[src/rtl/axi_rd_arb_pkg.sv]
// Shared definitions for the two-master AXI-Lite read-channel arbiter:
// FSM state encoding, AXI read response codes and reset helpers.
package axi_rd_arb_pkg;

  typedef logic [1:0] state_t;

  // Arbiter FSM states. Kept as plain constants so the encoding is fixed
  // and visible in waveforms of older tool flows.
  localparam state_t ST_IDLE = 2'd0;
  localparam state_t ST_ADDR = 2'd1;
  localparam state_t ST_DATA = 2'd2;

  // AXI read response codes. The arbiter only forwards these; it never
  // originates a response of its own.
  localparam logic [1:0] RESP_OKAY   = 2'b00;
  localparam logic [1:0] RESP_SLVERR = 2'b10;
  localparam logic [1:0] RESP_DECERR = 2'b11;

  // Value of the "last granted" flag after reset. It is loaded with the
  // master that must lose the first tie, so that init_prio wins it.
  function automatic logic reset_last(input int init_prio);
    return (init_prio == 0);
  endfunction

endpackage

[src/rtl/axi_rd_arbiter_rr_arb2.sv]
// Two-way round-robin pick. Purely combinational: given the request
// vector and the index of the most recently granted master, it names the
// winner. A lone requester always wins; on a tie the master that was not
// granted last time wins.
module rr_arb2 (
  input  logic [1:0] req,
  input  logic       last,
  output logic       gnt_valid,
  output logic       gnt_idx
);

  // Winner selection from the request vector and the round-robin pointer.
  always_comb begin
    gnt_valid = |req;
    gnt_idx   = 1'b0;
    case (req)
      2'b01:   gnt_idx = 1'b0;
      2'b10:   gnt_idx = 1'b1;
      2'b11:   gnt_idx = ~last;
      default: gnt_idx = 1'b0;
    endcase
  end

endmodule

[src/rtl/axi_rd_arbiter.sv]
// Two-master, one-slave read-channel arbiter. Fetch (m0) and load/store
// (m1) share one slave read port with exactly one transaction in flight.
// A grant is only issued in IDLE; the captured address is replayed to the
// slave in ADDR and the slave's R channel is steered to the granted master
// in DATA. Reset is synchronous and also forces every output low while it
// is asserted, so no handshake can complete during reset.
module axi_rd_arbiter
  import axi_rd_arb_pkg::*;
#(
  parameter int ADDR_W    = 32,
  parameter int DATA_W    = 32,
  parameter int INIT_PRIO = 0
) (
  input  logic              clock,
  input  logic              reset,
  input  logic              m0_arvalid,
  input  logic [ADDR_W-1:0] m0_araddr,
  output logic              m0_arready,
  output logic              m0_rvalid,
  output logic [DATA_W-1:0] m0_rdata,
  output logic [1:0]        m0_rresp,
  input  logic              m0_rready,
  input  logic              m1_arvalid,
  input  logic [ADDR_W-1:0] m1_araddr,
  output logic              m1_arready,
  output logic              m1_rvalid,
  output logic [DATA_W-1:0] m1_rdata,
  output logic [1:0]        m1_rresp,
  input  logic              m1_rready,
  output logic              s_arvalid,
  output logic [ADDR_W-1:0] s_araddr,
  input  logic              s_arready,
  input  logic              s_rvalid,
  input  logic [DATA_W-1:0] s_rdata,
  input  logic [1:0]        s_rresp,
  output logic              s_rready
);

  state_t            state_q;
  state_t            state_next;
  logic [ADDR_W-1:0] addr_q;
  logic              grant_q;
  logic              last_q;

  logic [1:0]        req;
  logic [1:0]        rready_m;
  logic              gnt_valid;
  logic              gnt_idx;
  logic              in_idle;
  logic              in_addr;
  logic              in_data;
  logic              take;

  logic [1:0]        arready_m;
  logic [1:0]        sel_m;
  logic [1:0]        rvalid_m;
  logic [DATA_W-1:0] rdata_m [2];
  logic [1:0]        rresp_m [2];

  assign req      = {m1_arvalid, m0_arvalid};
  assign rready_m = {m1_rready, m0_rready};

  rr_arb2 u_rr_arb2 (
    .req       (req),
    .last      (last_q),
    .gnt_valid (gnt_valid),
    .gnt_idx   (gnt_idx)
  );

  // Phase decode; everything is masked while reset is high.
  assign in_idle = !reset && (state_q == ST_IDLE);
  assign in_addr = !reset && (state_q == ST_ADDR);
  assign in_data = !reset && (state_q == ST_DATA);

  // A grant happens only in IDLE, in the same cycle the request is seen.
  assign take = in_idle && gnt_valid;

  // Per-master AR acknowledge and R-channel steering. The non-granted
  // master sees an all-zero R channel.
  genvar gi;
  generate
    for (gi = 0; gi < 2; gi++) begin : g_master
      localparam logic IDX = (gi == 1);
      assign arready_m[gi] = take && (gnt_idx == IDX);
      assign sel_m[gi]     = in_data && (grant_q == IDX);
      assign rvalid_m[gi]  = sel_m[gi] && s_rvalid;
      assign rdata_m[gi]   = sel_m[gi] ? s_rdata : '0;
      assign rresp_m[gi]   = sel_m[gi] ? s_rresp : RESP_OKAY;
    end
  endgenerate

  assign m0_arready = arready_m[0];
  assign m0_rvalid  = rvalid_m[0];
  assign m0_rdata   = rdata_m[0];
  assign m0_rresp   = rresp_m[0];
  assign m1_arready = arready_m[1];
  assign m1_rvalid  = rvalid_m[1];
  assign m1_rdata   = rdata_m[1];
  assign m1_rresp   = rresp_m[1];

  // Slave side: the address comes straight from the capture register so it
  // is stable for as long as the slave stalls arready.
  assign s_arvalid = in_addr;
  assign s_araddr  = in_addr ? addr_q : '0;
  assign s_rready  = in_data && rready_m[grant_q];

  // Next-state logic: IDLE -> ADDR on grant, ADDR -> DATA on slave AR
  // accept, DATA -> IDLE on the R handshake.
  always_comb begin
    state_next = state_q;
    case (state_q)
      ST_IDLE: if (gnt_valid) state_next = ST_ADDR;
      ST_ADDR: if (s_arready) state_next = ST_DATA;
      ST_DATA: if (s_rvalid && s_rready) state_next = ST_IDLE;
      default: state_next = ST_IDLE;
    endcase
  end

  // State, captured address and round-robin bookkeeping.
  always_ff @(posedge clock) begin
    if (reset) begin
      state_q <= ST_IDLE;
      addr_q  <= '0;
      grant_q <= 1'b0;
      last_q  <= reset_last(INIT_PRIO);
    end else begin
      state_q <= state_next;
      if (take) begin
        addr_q  <= gnt_idx ? m1_araddr : m0_araddr;
        grant_q <= gnt_idx;
        last_q  <= gnt_idx;
      end
    end
  end

endmodule

[config.mk]
export PLATFORM = sky130hd
export DESIGN_NAME = axi_rd_arbiter
export DESIGN_NICKNAME = d
export VERILOG_FILES = /design/src/rtl/axi_rd_arb_pkg.sv /design/src/rtl/axi_rd_arbiter_rr_arb2.sv /design/src/rtl/axi_rd_arbiter.sv
export SDC_FILE = /design/constraint.sdc
export NUM_CORES = 1
export LEC_CHECK = 0
export ABC_AREA = 1
export CORE_AREA = 5 5 118 86
export DETAILED_ROUTE_END_ITERATION = 8
export DIE_AREA = 0 0 123 91
export PLACE_DENSITY = 0.84
export SYNTH_ARGS = -nofsm -noshare
export SYNTH_HDL_FRONTEND = slang
export SYNTH_SLANG_ARGS = --single-unit
[constraint.sdc]
create_clock -name clock -period 1.4 [get_ports clock]
set_clock_uncertainty 0.05 [all_clocks]
set_input_delay 0.28 -clock clock [delete_from_list [all_inputs] [get_ports clock]]
set_output_delay 0.28 -clock clock [all_outputs]
set_load 0.01 [all_outputs]
==> summary.txt, run 1 <==
STA
  – Max-slew headroom: 77.10%
  – Setup-failing EPs final: 138
  – Final worst path period share: 134.7%
  – Slew @ Worst Pin: 0.3435 ns
  – Worst hold slack: 0.4151 ns
  – Max Transition Viols Final: 0
  – Final worst setup slack: -0.4853 ns
  – RSZ-0062 raised after global routing: true
  – Final Hold Violating Endpoints: 0
  – Min cycle time layout: 1.885 ns
  – Fmax achieved: 530.4 MHz

Placed design
  – GP Congestion: 0.7461
  – I/O Buffers: 211
  – Dpl hpwl: 8622 µm
  – Placed Cells: 795
  – Pre-CTS setup slack: -0.7783 ns

Detailed routing
  – Post-route DRC: 0
  – Drt wl/cell: 16.01 µm
  – Final WL: 13400 µm
  – TritonRoute pass-1 iters: 4
  – Via density: 4.565
  – Post-DRT Antenna Nets: 0
  – Vias: 3821
  – Initial DRC count: 154

Synthesis
  – YS warnings: 0
  – Syn Inst Count: 464
  – Post-synth EDFFs: 0
  – Synth area leader: dfxtp_1
  – Async SR Flop Fraction: 0%
  – Synth top area cells: dfxtp_1 (28%), nand2_1 (20%), nor2_1 (15%)
  – Post-synthesis cell type count: 20
  – Net Count, Synth: 570
  – Most common flop cell mapped by yosys: dfxtp_1
  – Area of the mapped netlist: 2604 µm²
  – Seq cells post-synth: 36
  – Syn Area/Cell: 5.612 µm²
  – Post-synthesis sequential area ratio: 27.68%
  – Synth top area share: 27.68%

Finish
  – Fin util: 65.38%
  – Multi-input gate area: 2018 µm²
  – P&R area growth vs syn: 123.2%
  – Fraction of layout cells with a size suffix above 1: 43.26%
  – Finished Layout Cells: 837
  – Fill cells: 735
  – Register Area: 729.5 µm²
  – Nets@finish: 817

Pwr
  – Sw frac: 32.35%
  – Total Power: 0.003660 W
  – Clock power frac: 29.6%
  – Internal power: 0.002476 W
  – Portion of total power attributed to combinational logic: 39.1%
  – Max IR drop VDD: 412.0 µV
  – Leakage: 2.671 nW
  – Part of the power in registers: 31.4%
  – Switch Pwr: 0.001184 W
  – P per Cell Area: 629.8 nW/µm²

Worst setup path
  – Crit Path Max Fanout: 7
  – Critical Path RT: 1.07 ns
  – Worst reg2reg path depth: 9
  – Class of the most critical setup path: reg -> out
  – CP endpoint kind: primary output
  – Worst Setup SP: state_q[0]
  – Crit path capture: m0_rresp[0]
  – Worst r2r src: state_q[0]
  – R2r setup slk: -0.11 ns
  – R2R Path End: addr_q[25]
  – CP startpoint kind: register
  – CP Data Arrival Time: 1.56 ns

Clock network
  – Clk sinks: 36
  – CTS Buf Count: 5
  – CTS tree: yes
  – Clk buf depth: 2
  – Clock slew at reported path FFs: 0.06 ns
  – H-tree Lvls: 2
  – Clk root buf: clkbuf_16
  – Worst-skew pair later-pin latency: 0.28 ns

Worst hold path
  – Hold Crit Class: in -> reg

Global route
  – Initial antenna violation count: 1
  – Largest net degree at the start of global routing: 33
  – Vias in the first global route: 3693
  – Grt ovf: 0
  – First-pass GRT wire length: 18740 µm
  – GRT Overall Usage: 21.08%

Die
  – Die height: 91 µm
  – Core Region: 8890 µm²
  – Ports: 212
  – Die Wd: 123 µm
  – Initial core utilization: 29.29%
  – # rows: 29
  – Die area: 11190 µm²

Status
  – Failing checks: setup timing
  – Status: finished with violations

Job
  – Max-cap violations: 0
==> sequential cells by signal, summed over array words and instances, names as in the netlist <==
signal	count
grant_q	1
last_q	1
state_q	2
addr_q	32
==> timing repair <==
action | CTS | global route
cloned | 7 | 5
buffers inserted | 22 | 9
endpoints found under the hold margin | 0 | 0
gates resized for setup | 502 | 188
setup endpoints to repair | 138 | 139
hold buffers | 0 | 0
pin swaps | 9 | 14
==> power by group through the flow <==
stage	logic (W)	registers, W	clock network (W)
6_report	0.00143	0.00115	0.00108
4_1_cts	0.00121	0.00114	0.00111
5_1_grt	0.00154	0.00116	0.00117
3_3_place_gp	0.000978	0.00116	0
3_5_place_dp	0.00101	0.00117	0
2_1_floorplan	0.000499	0.00116	0
==> cell usage in the layout, fill, tap and decap left out, types with 3 or more instances in the layout <==
cell and instances:
a21oi_1 14, nand2_4 4, buf_4 27, inv_4 3
nor2_4 41, buf_6 51, nand2_8 6, dfxtp_1 33
a21oi_2 21, clkbuf_16 7, nand3_1 34, nand2_2 19
nand2_1 117, buf_16 4, inv_1 70, buf_12 8
nor2_2 40, clkdlybuf4s50_1 102, nor2_1 28, buf_2 68
==> how the worst min path moves through the flow <==
stage,start,end,slack [ns],cells past startpoint
finish,reset,addr_q[15],0.42,3
CTS,reset,addr_q[16],0.39,3
detailed placement,addr_q[12],addr_q[12],0.41,2
global route,addr_q[17],addr_q[17],0.43,2
global placement,last_q,last_q,0.39,2
floorplan,last_q,last_q,0.38,2
==> cell type report <==
type / instances / area share (%)
Sequential cell: 36 / 12.55
Multi-Input combinational cell: 329 / 34.73
Clock buffer: 7 / 2.282
Tap cell: 124 / 2.670
Antenna cell: 1 / 0.04306
Inverter: 75 / 4.973
Timing Repair Buffer: 264 / 42.60
Clock inverter: 1 / 0.1507
==> critical path, stage by stage (launching register included) <==
cell	delay (ns)
dfxtp_2	0.34
inv_4	0.07
nand2_4	0.06
nor2_4	0.11
buf_6	0.13
nand2_8	0.07
buf_12	0.14
buf_16	0.15
nor2_4	0.10
buf_6	0.11
==> routing by layer <==
layer | global-route usage, % | wire length, µm
met1 | 23.31 | 4926
met2 | 38.74 | 6996
met3 | 6.584 | 1181
met4 | 5.714 | 298
met5 | 0 | 0
==> Yosys cell counts (2+ instances only) <==
cell type / instances
nand3_1: 34
inv_1: 73
nand2_4: 3
dfxtp_1: 36
nor2_2: 2
buf_2: 10
inv_2: 2
buf_4: 4
nand2_1: 136
a21oi_1: 35
clkbuf_1: 3
nor2_1: 105
nand2_2: 2
buf_6: 12
nor2_4: 2
==> cell families (layout without fill, tap and decap cells) <==
group	Yosys count	after routing	synth area share (%)
and+or+nand+nor	287	292	45.56
AOI/OAI and AO/OA	37	37	7.256
DFF	36	36	27.68
other	0	1	0
buffers and inverters	104	347	19.51
==> stage by stage <==
| step | instance area, µm² | setup TNS (ns) |
|---|---|---|
| 4_1_cts | 5037 | -41.92 |
| 3_5_place_dp | 4852 | -68.14 |
| 6_report | 5812 | -41.83 |
| 3_3_place_gp | 4852 | -62.80 |
| 5_1_grt | 5812 | -50.64 |
| 2_1_floorplan | 2604 | -0.9348 |
(Power assumes the default switching activity.)
==> run 2: changes to the inputs <==
--- a/config.mk
+++ b/config.mk
@@ -7,8 +7,10 @@
 export LEC_CHECK = 0
 export ABC_AREA = 1
 export CORE_AREA = 5 5 118 86
+export CTS_CLUSTER_DIAMETER = 30
 export DETAILED_ROUTE_END_ITERATION = 8
 export DIE_AREA = 0 0 123 91
+export HOLD_SLACK_MARGIN = 0.05
 export PLACE_DENSITY = 0.84
 export SYNTH_ARGS = -nofsm -noshare
 export SYNTH_HDL_FRONTEND = slang
==> results of run 2 <==
The final DEF is identical to that of run 1; final timing and power are the same.
==> run 3: changes to the inputs <==
--- a/config.mk
+++ b/config.mk
@@ -5,13 +5,13 @@
 export SDC_FILE = /design/constraint.sdc
 export NUM_CORES = 1
 export LEC_CHECK = 0
-export ABC_AREA = 1
-export CORE_AREA = 5 5 118 86
+export ABC_AREA = 0
+export CORE_AREA = 5 5 111 81
 export CTS_CLUSTER_DIAMETER = 30
 export DETAILED_ROUTE_END_ITERATION = 8
-export DIE_AREA = 0 0 123 91
+export DIE_AREA = 0 0 116 86
 export HOLD_SLACK_MARGIN = 0.05
-export PLACE_DENSITY = 0.84
+export PLACE_DENSITY = 0.88
 export SYNTH_ARGS = -nofsm -noshare
 export SYNTH_HDL_FRONTEND = slang
 export SYNTH_SLANG_ARGS = --single-unit
==> summary.txt, run 3 <==
Worst setup path
  – CP Data Arrival Time: 1.70 ns (+0.14 ns)
  – CP startpoint kind: register
  – R2r setup slk: -0.19 ns (-0.08 ns)
  – CP endpoint kind: primary output
  – Crit Path Max Fanout: 6 (-1)
  – Critical Path RT: 1.07 ns (about the same)
  – Class of the most critical setup path: reg -> out

Status
  – Failing checks: setup timing
  – Status: finished with violations

Finish
  – Fraction of layout cells with a size suffix above 1: 50.29% (+7.0 points)
  – Fill cells: 584 (-21%)
  – Multi-input gate area: 1648 µm² (-18%)
  – Max reg flops: 32 (unchanged)
  – Fin util: 68.26% (+2.9 points)
  – Most frequent cells in the layout: clkdlybuf4s50_1 (102), buf_6 (84), and2_4 (72)
  – Register with the most flip-flops: addr_q
  – Finished Layout Cells: 612 (-27%)
  – Antenna Cells: 0 (-1)
  – Register Area: 723.2 µm² (-0.86%)
  – Nets@finish: 616 (-25%)
  – P&R area growth vs syn: 132.9%
  – Largest regs: addr_q x32, state_q x2
  – Commonest non-fill, non-tap cell in the layout: clkdlybuf4s50_1

Placed design
  – I/O Buffers: 211 (unchanged)
  – Dpl hpwl: 8087 µm (-6.2%)
  – GP Congestion: 0.9023 (+21%)
  – Placed Cells: 581 (-27%)

Detailed routing
  – Post-DRT Antenna Nets: 0 (unchanged)
  – Vias: 3100 (-19%)
  – Drt wl/cell: 20.50 µm (+28%)
  – Final WL: 12550 µm (-6.4%)
  – TritonRoute pass-1 iters: 4 (unchanged)
  – Via density: 5.065 (+11%)
  – Post-route DRC: 0 (unchanged)
  – Initial DRC count: 249 (+62%)

Synthesis
  – YS warnings: 0 (unchanged)
  – Synth top area share: 31.65% (+4.0 points)
  – Seq cells post-synth: 36 (unchanged)
  – Syn Inst Count: 274 (-41%)
  – Post-synthesis cell type count: 30 (+50%)
  – Most common flop cell mapped by yosys: dfxtp_1
  – Most frequent cell after synthesis: and2_1
  – Syn Area/Cell: 8.311 µm² (+48%)
  – Commonest cells in the netlist: and2_1 (102), dfxtp_1 (36), and3_1 (24)
  – Area of the mapped netlist: 2277 µm² (-13%)
  – Post-synth EDFFs: 0 (unchanged)
  – Async SR Flop Fraction: 0% (unchanged)
  – Synth top area cells: dfxtp_1 (32%), and2_1 (28%), and3_1 (6.6%)
  – Synth area leader: dfxtp_1
  – Net Count, Synth: 380 (-33%)
  – Post-synthesis sequential area ratio: 31.65% (+4.0 points)

Clock network
  – Post-CTS Hold Buffers: 0 (unchanged)
  – Worst-skew pair later-pin latency: 0.27 ns (about the same)
  – Clk buf depth: 2 (unchanged)
  – Clk sinks: 36 (unchanged)
  – CTS tree: yes
  – Clock slew at reported path FFs: 0.06 ns (about the same)
  – Clk root buf: clkbuf_16
  – CTS Buf Count: 5 (unchanged)
  – H-tree Lvls: 2 (unchanged)

Die
  – Die height: 86 µm (-5.5%)
  – Ports: 212 (unchanged)
  – Initial core utilization: 29.31% (about the same)
  – Die area: 9976 µm² (-11%)
  – Core Region: 7770 µm² (-13%)
  – Die Wd: 116 µm (-5.7%)
  – # rows: 27 (-6.9%)

STA
  – Final worst setup slack: -0.6338 ns (-0.1485 ns)
  – Final worst path period share: 145.3% (+11 points)
  – Min cycle time layout: 2.034 ns (+0.1485 ns)
  – Max Transition Viols Final: 0 (unchanged)
  – Setup-failing EPs final: 139 (+0.72%)
  – RSZ-0062 raised after global routing: true
  – Slew @ Worst Pin: 0.4777 ns (+0.1342 ns)
  – Max-slew headroom: 68.03% (-9.1 points)
  – Final Hold Violating Endpoints: 0 (unchanged)
  – Fmax achieved: 491.7 MHz (-7.3%)

Pwr
  – Max IR drop VDD: 854.4 µV (+110%)
  – P per Cell Area: 653.4 nW/µm² (+3.7%)
  – Leakage: 2.437 nW (-8.8%)
  – Total Power: 0.003465 W (-5.3%)

Global route
  – Grt ovf: 0 (unchanged)
  – First-pass GRT wire length: 18050 µm (-3.7%)
  – Initial antenna violation count: 0 (-1)
  – Largest net degree at the start of global routing: 34 (+3.0%)
  – GRT Overall Usage: 23.12% (+2.0 points)
  – Vias in the first global route: 3191 (-14%)

Worst hold path
  – Hold Crit Class: reg -> reg

Job
  – Max-cap violations: 0 (unchanged)
run 3: per-stage QoR:
step | setup TNS, ns | setup WS, ns | cell area, µm² | hold WS (ns)
after floorplan | -22.74 | -0.2528 | 2460 | 0.3450
final | -64.12 | -0.6338 | 5304 | 0.4252
after global routing | -69.41 | -0.6743 | 5304 | 0.4461
after global placement | -125.74 | -1.070 | 4715 | 0.4100
after detailed placement | -130.31 | -1.122 | 4715 | 0.4089
after CTS | -64.67 | -0.6722 | 5308 | 0.4302
run 3: cell families after synthesis:
logic type,count (synthesis),synth area share (%)
buffers and inverters,28,7.143
AND/OR/NAND/NOR,162,43.96
AO/OA/AOI/OAI,47,16.81
multiplexers,1,0.4396
flip-flops,36,31.65
run 3: critical path: stages (launching register included):
cell and delay, ns:
dfxtp_2 0.33, or3b_4 0.42, nor2_4 0.17, buf_6 0.15, buf_16 0.13, and2_4 0.13, buf_6 0.10
run 3: layer usage:
metal	wire (µm)	vias up	track usage, %
li1	-	1441	-
met1	4805	1490	27.62
met2	6528	144	41.57
met3	923	25	4.795
met4	287	0	6.849
met5	0	-	0
run 3: report_power, final:
group	internal, W	total, W	switching [W]
logic	0.000604	0.00101	0.000410
registers	0.00112	0.00118	0.0000516
clock network	0.000836	0.00128	0.000439
total	0.00257	0.00347	0.000900
run 3: final cells by class:
cell class	count	area share (%)
Clock inverter	3	0.8021
Tap cell	101	2.383
Multi-Input combinational cell	210	31.07
Inverter	2	0.1415
Sequential cell	36	13.64
Clock buffer	5	2.359
Timing Repair Buffer	255	49.61
run 3: timing repair:
action	in CTS	in global routing
endpoints found under the setup margin	140	139
endpoints found under the hold margin	0	0
setup buffers	15	5
resized for setup	462	97
cloned	7	6
pin swaps	35	11
run 3: path summary, 6_finish.rpt:
kind / end / from / cells past startpoint
worst max-delay path: m0_rdata[11] / state_q[1] / 6
worst min-delay path: addr_q[5] / addr_q[5] / 1
worst max register to register: addr_q[14] / state_q[0] / 6
worst min register to register: addr_q[5] / addr_q[5] / 1
